===== src/rtl/pc_gen.sv =====
`default_nettype none
// +----------------------------------------------------------------------------+
// | pc_gen: fetch PC generator with trap/redirect handling and a circular RAS. |
// | Revision: 1.0                                                               |
// +----------------------------------------------------------------------------+
module pc_gen #(
    parameter int unsigned     XLEN      = 32,
    parameter logic [XLEN-1:0] RESET_VEC = '0,
    parameter logic [XLEN-1:0] TRAP_VEC  = XLEN'('h100),
    parameter int unsigned     RAS_DEPTH = 4
) (
    input  logic            clk,
    input  logic            n_reset,
    input  logic            trap_i,
    input  logic            redirect_i,
    input  logic [XLEN-1:0] redirect_pc_i,
    input  logic            stall_i,
    input  logic            call_i,
    input  logic            ret_i,
    input  logic            fetch_ready_i,
    output logic            fetch_valid_o,
    output logic [XLEN-1:0] pc_o,
    output logic            misalign_o,
    output logic            ras_empty_o,
    output logic            ras_full_o
);
    localparam int unsigned      PTR_W      = $clog2(RAS_DEPTH);
    localparam int unsigned      CNT_W      = $clog2(RAS_DEPTH + 1);
    localparam logic [CNT_W-1:0] c_cnt_full = CNT_W'(RAS_DEPTH);
    localparam logic [CNT_W-1:0] c_cnt_one  = CNT_W'(1);
    localparam logic [PTR_W-1:0] c_ptr_one  = PTR_W'(1);
    localparam logic [XLEN-1:0]  c_pc_step  = XLEN'(4);

    typedef enum logic [0:0] {
        ST_BOOT = 1'b0,
        ST_RUN  = 1'b1
    } state_e;

    state_e           state_q, state_d;
    logic [XLEN-1:0]  pc_q, pc_d;
    logic             misalign_q, misalign_d;
    logic [XLEN-1:0]  ras_q [RAS_DEPTH];
    logic [XLEN-1:0]  ras_d [RAS_DEPTH];
    logic [PTR_W-1:0] sp_q, sp_d;
    logic [CNT_W-1:0] cnt_q, cnt_d;

    logic             w_run;
    logic             w_accept;
    logic             w_ras_empty;
    logic             w_ras_full;
    logic             w_redirect_aligned;
    logic [XLEN-1:0]  w_pc_seq;
    logic [PTR_W-1:0] w_top_idx;
    logic [XLEN-1:0]  w_ras_top;

    assign w_run              = (state_q == ST_RUN);
    assign w_accept           = w_run & fetch_ready_i & ~stall_i;
    assign w_ras_empty        = (cnt_q == '0);
    assign w_ras_full         = (cnt_q == c_cnt_full);
    assign w_redirect_aligned = (redirect_pc_i[1:0] == 2'b00);
    assign w_pc_seq           = pc_q + c_pc_step;
    // sp_q points at the next free slot; the top entry sits just below it
    assign w_top_idx          = sp_q - c_ptr_one;
    assign w_ras_top          = ras_q[w_top_idx];

    always_comb begin
        state_d    = ST_RUN;
        pc_d       = pc_q;
        misalign_d = 1'b0;
        ras_d      = ras_q;
        sp_d       = sp_q;
        cnt_d      = cnt_q;
        if (w_run) begin
            if (trap_i) begin
                pc_d  = TRAP_VEC;
                sp_d  = '0;
                cnt_d = '0;
            end else if (redirect_i) begin
                if (w_redirect_aligned) begin
                    pc_d = redirect_pc_i;
                end else begin
                    pc_d       = TRAP_VEC;
                    misalign_d = 1'b1;
                    sp_d       = '0;
                    cnt_d      = '0;
                end
            end else if (w_accept) begin
                pc_d = w_pc_seq;
                if (call_i && ret_i) begin
                    if (w_ras_empty) begin
                        ras_d[sp_q] = w_pc_seq;
                        sp_d        = sp_q + c_ptr_one;
                        cnt_d       = c_cnt_one;
                    end else begin
                        pc_d             = w_ras_top;
                        ras_d[w_top_idx] = w_pc_seq;
                    end
                end else if (call_i) begin
                    // A push into a full stack lands on the oldest slot
                    ras_d[sp_q] = w_pc_seq;
                    sp_d        = sp_q + c_ptr_one;
                    if (!w_ras_full) begin
                        cnt_d = cnt_q + c_cnt_one;
                    end
                end else if (ret_i && !w_ras_empty) begin
                    pc_d  = w_ras_top;
                    sp_d  = w_top_idx;
                    cnt_d = cnt_q - c_cnt_one;
                end
            end
        end
    end

    always_ff @(posedge clk or negedge n_reset) begin
        if (!n_reset) begin
            state_q    <= ST_BOOT;
            pc_q       <= RESET_VEC;
            misalign_q <= 1'b0;
            ras_q      <= '{default: '0};
            sp_q       <= '0;
            cnt_q      <= '0;
        end else begin
            state_q    <= state_d;
            pc_q       <= pc_d;
            misalign_q <= misalign_d;
            ras_q      <= ras_d;
            sp_q       <= sp_d;
            cnt_q      <= cnt_d;
        end
    end

    assign fetch_valid_o = w_run;
    assign pc_o          = pc_q;
    assign misalign_o    = misalign_q;
    assign ras_empty_o   = w_ras_empty;
    assign ras_full_o    = w_ras_full;

endmodule
`default_nettype wire


===== config.mk =====
export PLATFORM = sky130hd
export DESIGN_NAME = pc_gen
export DESIGN_NICKNAME = d
export VERILOG_FILES = /design/src/rtl/pc_gen.sv
export SDC_FILE = /design/constraint.sdc
export NUM_CORES = 1
export LEC_CHECK = 0
export BUFFER_PORTS_ARGS = -buffer_cell sky130_fd_sc_hd__buf_4
export CAP_MARGIN = 25
export CORE_MARGIN = 3
export CORE_UTILIZATION = 54
export DETAILED_ROUTE_END_ITERATION = 10
export GPL_TIMING_DRIVEN = 0
export PLACE_DENSITY = 0.73
export SLEW_MARGIN = 20
export SYNTH_ARGS = -nofsm -noshare
export SYNTH_HDL_FRONTEND = slang
export SYNTH_SLANG_ARGS = --single-unit
export TNS_END_PERCENT = 10

===== constraint.sdc =====
create_clock -name clk -period 3.2 [get_ports clk]
set_clock_uncertainty 0.1 [all_clocks]
set_input_delay 0.64 -clock clk [delete_from_list [all_inputs] [get_ports clk]]
set_output_delay 0.64 -clock clk [all_outputs]
set_load 0.02 [all_outputs]

==> results of run 1 <==
cells in the mapped netlist, types with 4 or more instances:
cell type / n
mux2_2: 12
inv_1: 17
mux2i_1: 5
dfrtp_1: 167
a2bb2oi_1: 7
xor2_1: 7
buf_4: 10
nor2_2: 5
buf_2: 23
o21a_1: 5
a32o_1: 4
clkbuf_1: 14
a221oi_1: 15
a221o_1: 8
nor2_1: 136
nand3_1: 13
o31ai_1: 5
and3_1: 4
a21oi_1: 140
mux4_2: 32
nand2_1: 25
ha_1: 7
nor3_1: 11
o21ai_0: 30
nand4_1: 11
xnor2_1: 22
final cells by class:
type / count / share of cell area, %
clock buffer: 19 / 4.402
sequential: 167 / 41.54
timing repair buffer: 78 / 6.318
buffer: 56 / 3.557
clock inverter: 13 / 1.679
multi-input combinational: 566 / 39.25
inverter: 17 / 0.6342
tap: 211 / 2.624
report_power, final:
| part | total [W] | switching, W | internal (W) |
|---|---|---|---|
| Clock | 0.00218 | 0.000921 | 0.00126 |
| Sequential | 0.00272 | 0.000255 | 0.00247 |
| Combinational | 0.00138 | 0.000764 | 0.000612 |
stage by stage:
| step | power (W) | util (%) |
|---|---|---|
| floorplan | 0.003590 | - |
| global placement | 0.004024 | 60.82 |
| detailed placement | 0.004076 | 61.23 |
| CTS | 0.006258 | 65.48 |
| global route | 0.006546 | 65.69 |
| finish | 0.006280 | 65.69 |
sequential cells by signal, summed over array words and instances, names as in the netlist:
name / cells
cnt_q: 3
fetch_valid_o: 1
misalign_o: 1
pc_o: 32
ras_q: 128
sp_q: 2
worst register-to-register path: stages (launching register included):
cell	delay [ns]
dfrtp_1	0.42
buf_4	0.24
buf_8	0.22
buf_6	0.23
inv_1	0.14
ha_4	0.36
clkbuf_8	0.23
mux4_2	0.31
a221oi_1	0.36
a21oi_1	0.13
a2bb2oi_1	0.18
worst max-delay path by stage:
stage	depth (start not counted)	end	slack (ns)
2_1_floorplan	11	pc_o[15]	0.08
3_3_place_gp	11	pc_o[27]	-0.97
3_5_place_dp	11	pc_o[27]	-1.02
4_1_cts	10	pc_o[15]	0.01
5_1_grt	10	pc_o[27]	0.01
6_report	7	pc_o[29]	0.03
per-layer routing:
layer	vias to the layer above	global-route usage [%]
met4	0	11.55
met1	3614	41.64
met3	71	8.346
met5	-	0
li1	3137	-
met2	438	47.00
timing repair:
item / in CTS / in global routing
endpoints found under the setup margin: 33 / 22
hold buffers: 1 / 0
endpoints found under the hold margin: 34 / 0
cloned: 0 / 0
resized for setup: 11 / 6
cells by family after synthesis:
| kind of cell | after synthesis |
|---|---|
| DFF | 167 |
| AOI/OAI and AO/OA | 240 |
| xor gates and xnor gates | 29 |
| adders and majority gates | 8 |
| and+or+nand+nor | 239 |
| other | 1 |
| buffers and inverters | 74 |
| muxes | 49 |
==> metrics.cfg, run 1 <==
[outcome]
outcome=finished, final reports clean

[placement]
place_area_sq_um=9376
hpwlAfterDp_um=17100
dp.cells=1095
place_congestion=0.8820
portBuffers=75
place_ws_ns=-1.018

[critical_path]
r2r-end=pc_o[15]
cp_max_fo=10
crit_required_ns=3.45
path_buf_inv=3
cp.arrival_ns=3.42
crit_chain=buf_4 -> nor4b_1 -> clkbuf_1 -> clkbuf_1 -> a22oi_1 -> o31a_1 -> o22ai_1
cp-end-kind=register
cp_top_family=buffers and inverters
r2r_start=sp_q[0]
crit_start=trap_i
cp_slowest_cell=nor4b_1
cp_common_cell=clkbuf_1
worst-r2r-setup-slack_ns=0.15
cp-start-kind=input pin
crit_path_max_incr_delay_ns=0.88
ff2ff_path_depth=10
crit_type=input pin to register

[route]
num_vias=7260
wl_met2_um=12000
drc_errors=0
met1_length_um=10210
ant_nets=0
wl_met3_um=2745
dr.pass1.iters=7
routed.top_layer=met4
drt-initial-drc-count=831
wl_per_cell_um=22.83
via_per_inst=6.442
drt-total-wl_um=25740

[synthesis]
synth_ff_type=dfrtp_1
synthesis.area_sq_um=8487
synthXorXnorAreaFrac_pct=2.993
synth_compound_area_share_pct=17.44
synthDistinctLibCells=73
synth-seq-cells=167
synth_edf_count=0
synth_warnings=0
async_reset_ff_share_pct=100.0
synth.area.mux_share_pct=10.67
syn_avg_cell_area_sq_um=10.52
synth_nets=855
synth_fa_ha_area_share_pct=1.268
yosysTopAreaCellShare_pct=49.24
synth-simple-area-share_pct=13.74
yosysSeqAreaShare_pct=49.24
synth_top_cell_by_area=dfrtp_1
synthTopCellsByArea=dfrtp_1, mux4_2, a21oi_1
synth_top_family_by_area=compound AO/OA/AOI/OAI gates
syn_inst=807

[floorplanning]
start_util_pct=55.42
io_pins=76
die_w_um=131.4
die_h_um=131.4
die_area_sq_um=17260
rows=45
core_sq_um=15310

[clock_tree]
cts.path.max_buffers=2
cts_buffers=17
insertion_delay_ns=0.44
ctsRootBufferMaster=clkbuf_16
clk_pin_slew_ns=0.06
cts_max_level=4
cts_tree=yes
postCtsSetupBuffers=0
clkSinkCount=167

[layout]
design_area_sq_um=10060
layout-drive-gt1-share_pct=24.24
areaGrowthSynthToFinish_pct=18.55
fillers=1249
finalNonFillerCells=1127
multi_input_area_sq_um=3949
fin_nets=951
antenna_cells=0
final_common_cell=dfrtp_1
final_cell_mix=dfrtp_1, a21oi_1, nor2_1
seq_area_sq_um=4179

[timing]
finalHoldViolations=0
finalCriticalPeriod_ns=3.173
setup_violations=0
tightest_slew_ns=1.019
whs_ns=0.2922
relSlewSlack_pct=31.12
grt_setup_unrepaired=false
slew_violations=0
fmax_mhz=315.2
finalCritPeriodShare_pct=99.15
fin_tns_setup_ns=0
layout_setup_ws_ns=0.02734

[pwr]
pwr_density_cell_nw_per_um2=624.2
ir_drop_uv=432.4
p_leak_nw=4.459

[global_route]
grt_pass1_vias=7054
grt_usage_pct=30.47
grt_max_degree=70
grt_pass1_wl_um=40280
antenna_found_initial=0
grt-ovfl-total=0

[worst_hold_path]
min_delay_worst_endpoint=misalign_o
whs_path_depth=2
hold_class=input pin to register
hold_start=trap_i

[flow_run]
maxCapViolations=0

Power figures use the tool's default switching activity.
==> run 2, diff against run 1 <==
CTS_BUF_LIST = sky130_fd_sc_hd__clkbuf_16   (was default)
==> run 2 against run 1 <==
Die area stayed put. Count of clock-buffer cells in the layout is 2 lower. Global-route usage hardly changed. Critical path type unchanged. Final area hardly changed. Register-to-register slack hardly changed. Via count is 1.5% lower. Sequential power hardly changed.
==> metrics.cfg, run 2 (synthesis results as in run 1) <==
[timing]
slew_violations=0
tightest_slew_ns=0.9327
finalCriticalPeriod_ns=3.070
relSlewSlack_pct=36.94
fmax_mhz=325.7
setup_violations=0
grt_setup_unrepaired=false
finalHoldViolations=0
finalCritPeriodShare_pct=95.94

[global_route]
grt_pass1_vias=7056
grt-ovfl-total=0
grt_max_degree=70
grt_pass1_wl_um=40260
grt_usage_pct=30.44
antenna_found_initial=0

[route]
drt-initial-drc-count=863
num_vias=7148
drt-total-wl_um=25670
wl_per_cell_um=22.77
drc_errors=0
dr.pass1.iters=5
ant_nets=0
via_per_inst=6.343

[critical_path]
cp.arrival_ns=3.32
cp_common_cell=clkbuf_1
cp-start-kind=input pin
cp_slowest_cell=nor4b_1
cp-end-kind=register
crit_path_max_incr_delay_ns=0.82
path_buf_inv=3
cp_max_fo=10
crit_chain=buf_4 -> nor4b_1 -> clkbuf_1 -> clkbuf_1 -> a22oi_1 -> o31a_1 -> o22ai_1
crit_type=input pin to register
cp_top_family=buffers and inverters
crit_required_ns=3.45

[floorplanning]
start_util_pct=55.42
rows=45
die_h_um=131.4
die_area_sq_um=17260
core_sq_um=15310
io_pins=76
die_w_um=131.4

[outcome]
outcome=finished, final reports clean

[clock_tree]
ctsRootBufferMaster=clkbuf_16
cts_tree=yes
cts_max_level=4
cts_buffers=17
clkSinkCount=167
insertion_delay_ns=0.44
cts.path.max_buffers=2
postCtsSetupBuffers=0
clk_pin_slew_ns=0.06

[layout]
fin_nets=951
fillers=1253
areaGrowthSynthToFinish_pct=18.43
largest_reg_flops=128
final_util_pct=65.63
layout-drive-gt1-share_pct=24.13
final_common_cell=dfrtp_1
final_cell_mix=dfrtp_1, a21oi_1, nor2_1
regMostFlops=ras_q
antenna_cells=0
finalNonFillerCells=1127

[pwr]
ir_drop_uv=431.6
p_leak_nw=4.457
pwr_density_cell_nw_per_um2=622.3

[placement]
place_congestion=0.8820
dp.cells=1095
portBuffers=75
hpwlAfterDp_um=17100

[flow_run]
maxCapViolations=0

[worst_hold_path]
hold_class=input pin to register

[run 2: stage by stage]
stage               power (W)  TNS [ns]  worst slack [ns]  hold slack (ns)  cell area (sq um)
floorplan            0.003590         0           0.08393           0.2444               8487
global placement     0.004024    -24.15           -0.9733           0.3845               9314
detailed placement   0.004076    -25.32            -1.018           0.3917               9376
CTS                  0.006230         0           0.01156           0.2806              10020
global route         0.006519         0           0.01044           0.2891              10050
finish               0.006255         0            0.1300           0.2910              10050
[run 2: where the power goes]
| group | switching [W] | internal (W) |
|---|---|---|
| logic | 0.000766 | 0.000612 |
| clock network | 0.000925 | 0.00123 |
| registers | 0.000253 | 0.00247 |
| total | 0.00194 | 0.00431 |
[run 2: area by class of cell]
class / count / area [sq um] / share of cell area [%]
plain buffers: 56 / 357.8 / 3.560
clock buffers: 17 / 425.4 / 4.233
clock inverters: 15 / 176.4 / 1.755
inverters: 17 / 63.81 / 0.6349
multi-input cells: 566 / 3949 / 39.29
flip-flops and latches: 167 / 4179 / 41.58
well taps: 211 / 264.0 / 2.627
repair buffers: 78 / 635.6 / 6.324
[run 2: repair_timing]
item / 4_1_cts / 5_1_grt
hold endpoints to repair: 34 / 0
hold buffers: 1 / 0
endpoints found under the setup margin: 33 / 22
gates resized for setup: 11 / 6
[run 2: final timing paths]
kind                           from  depth (start not counted)  slack (ns)         end
max                          trap_i                          7        0.13    pc_o[29]
min                          trap_i                          2        0.29  misalign_o
max reg2reg                 sp_q[0]                         10        0.14    pc_o[15]
min reg2reg                ras_q[1]                          1        0.41    ras_q[1]
max in group asynchronous   n_reset                          4        1.46   ras_q[87]
min in group asynchronous   n_reset                          2        0.55    cnt_q[1]
[run 2: per-layer routing]
metal	share of wire (%)	GRT usage, %	vias up
li1	-	-	3124
met1	41	41.69	3558
met2	47	46.75	390
met3	9.3	8.270	76
met4	3.5	11.90	0
met5	0	0	-
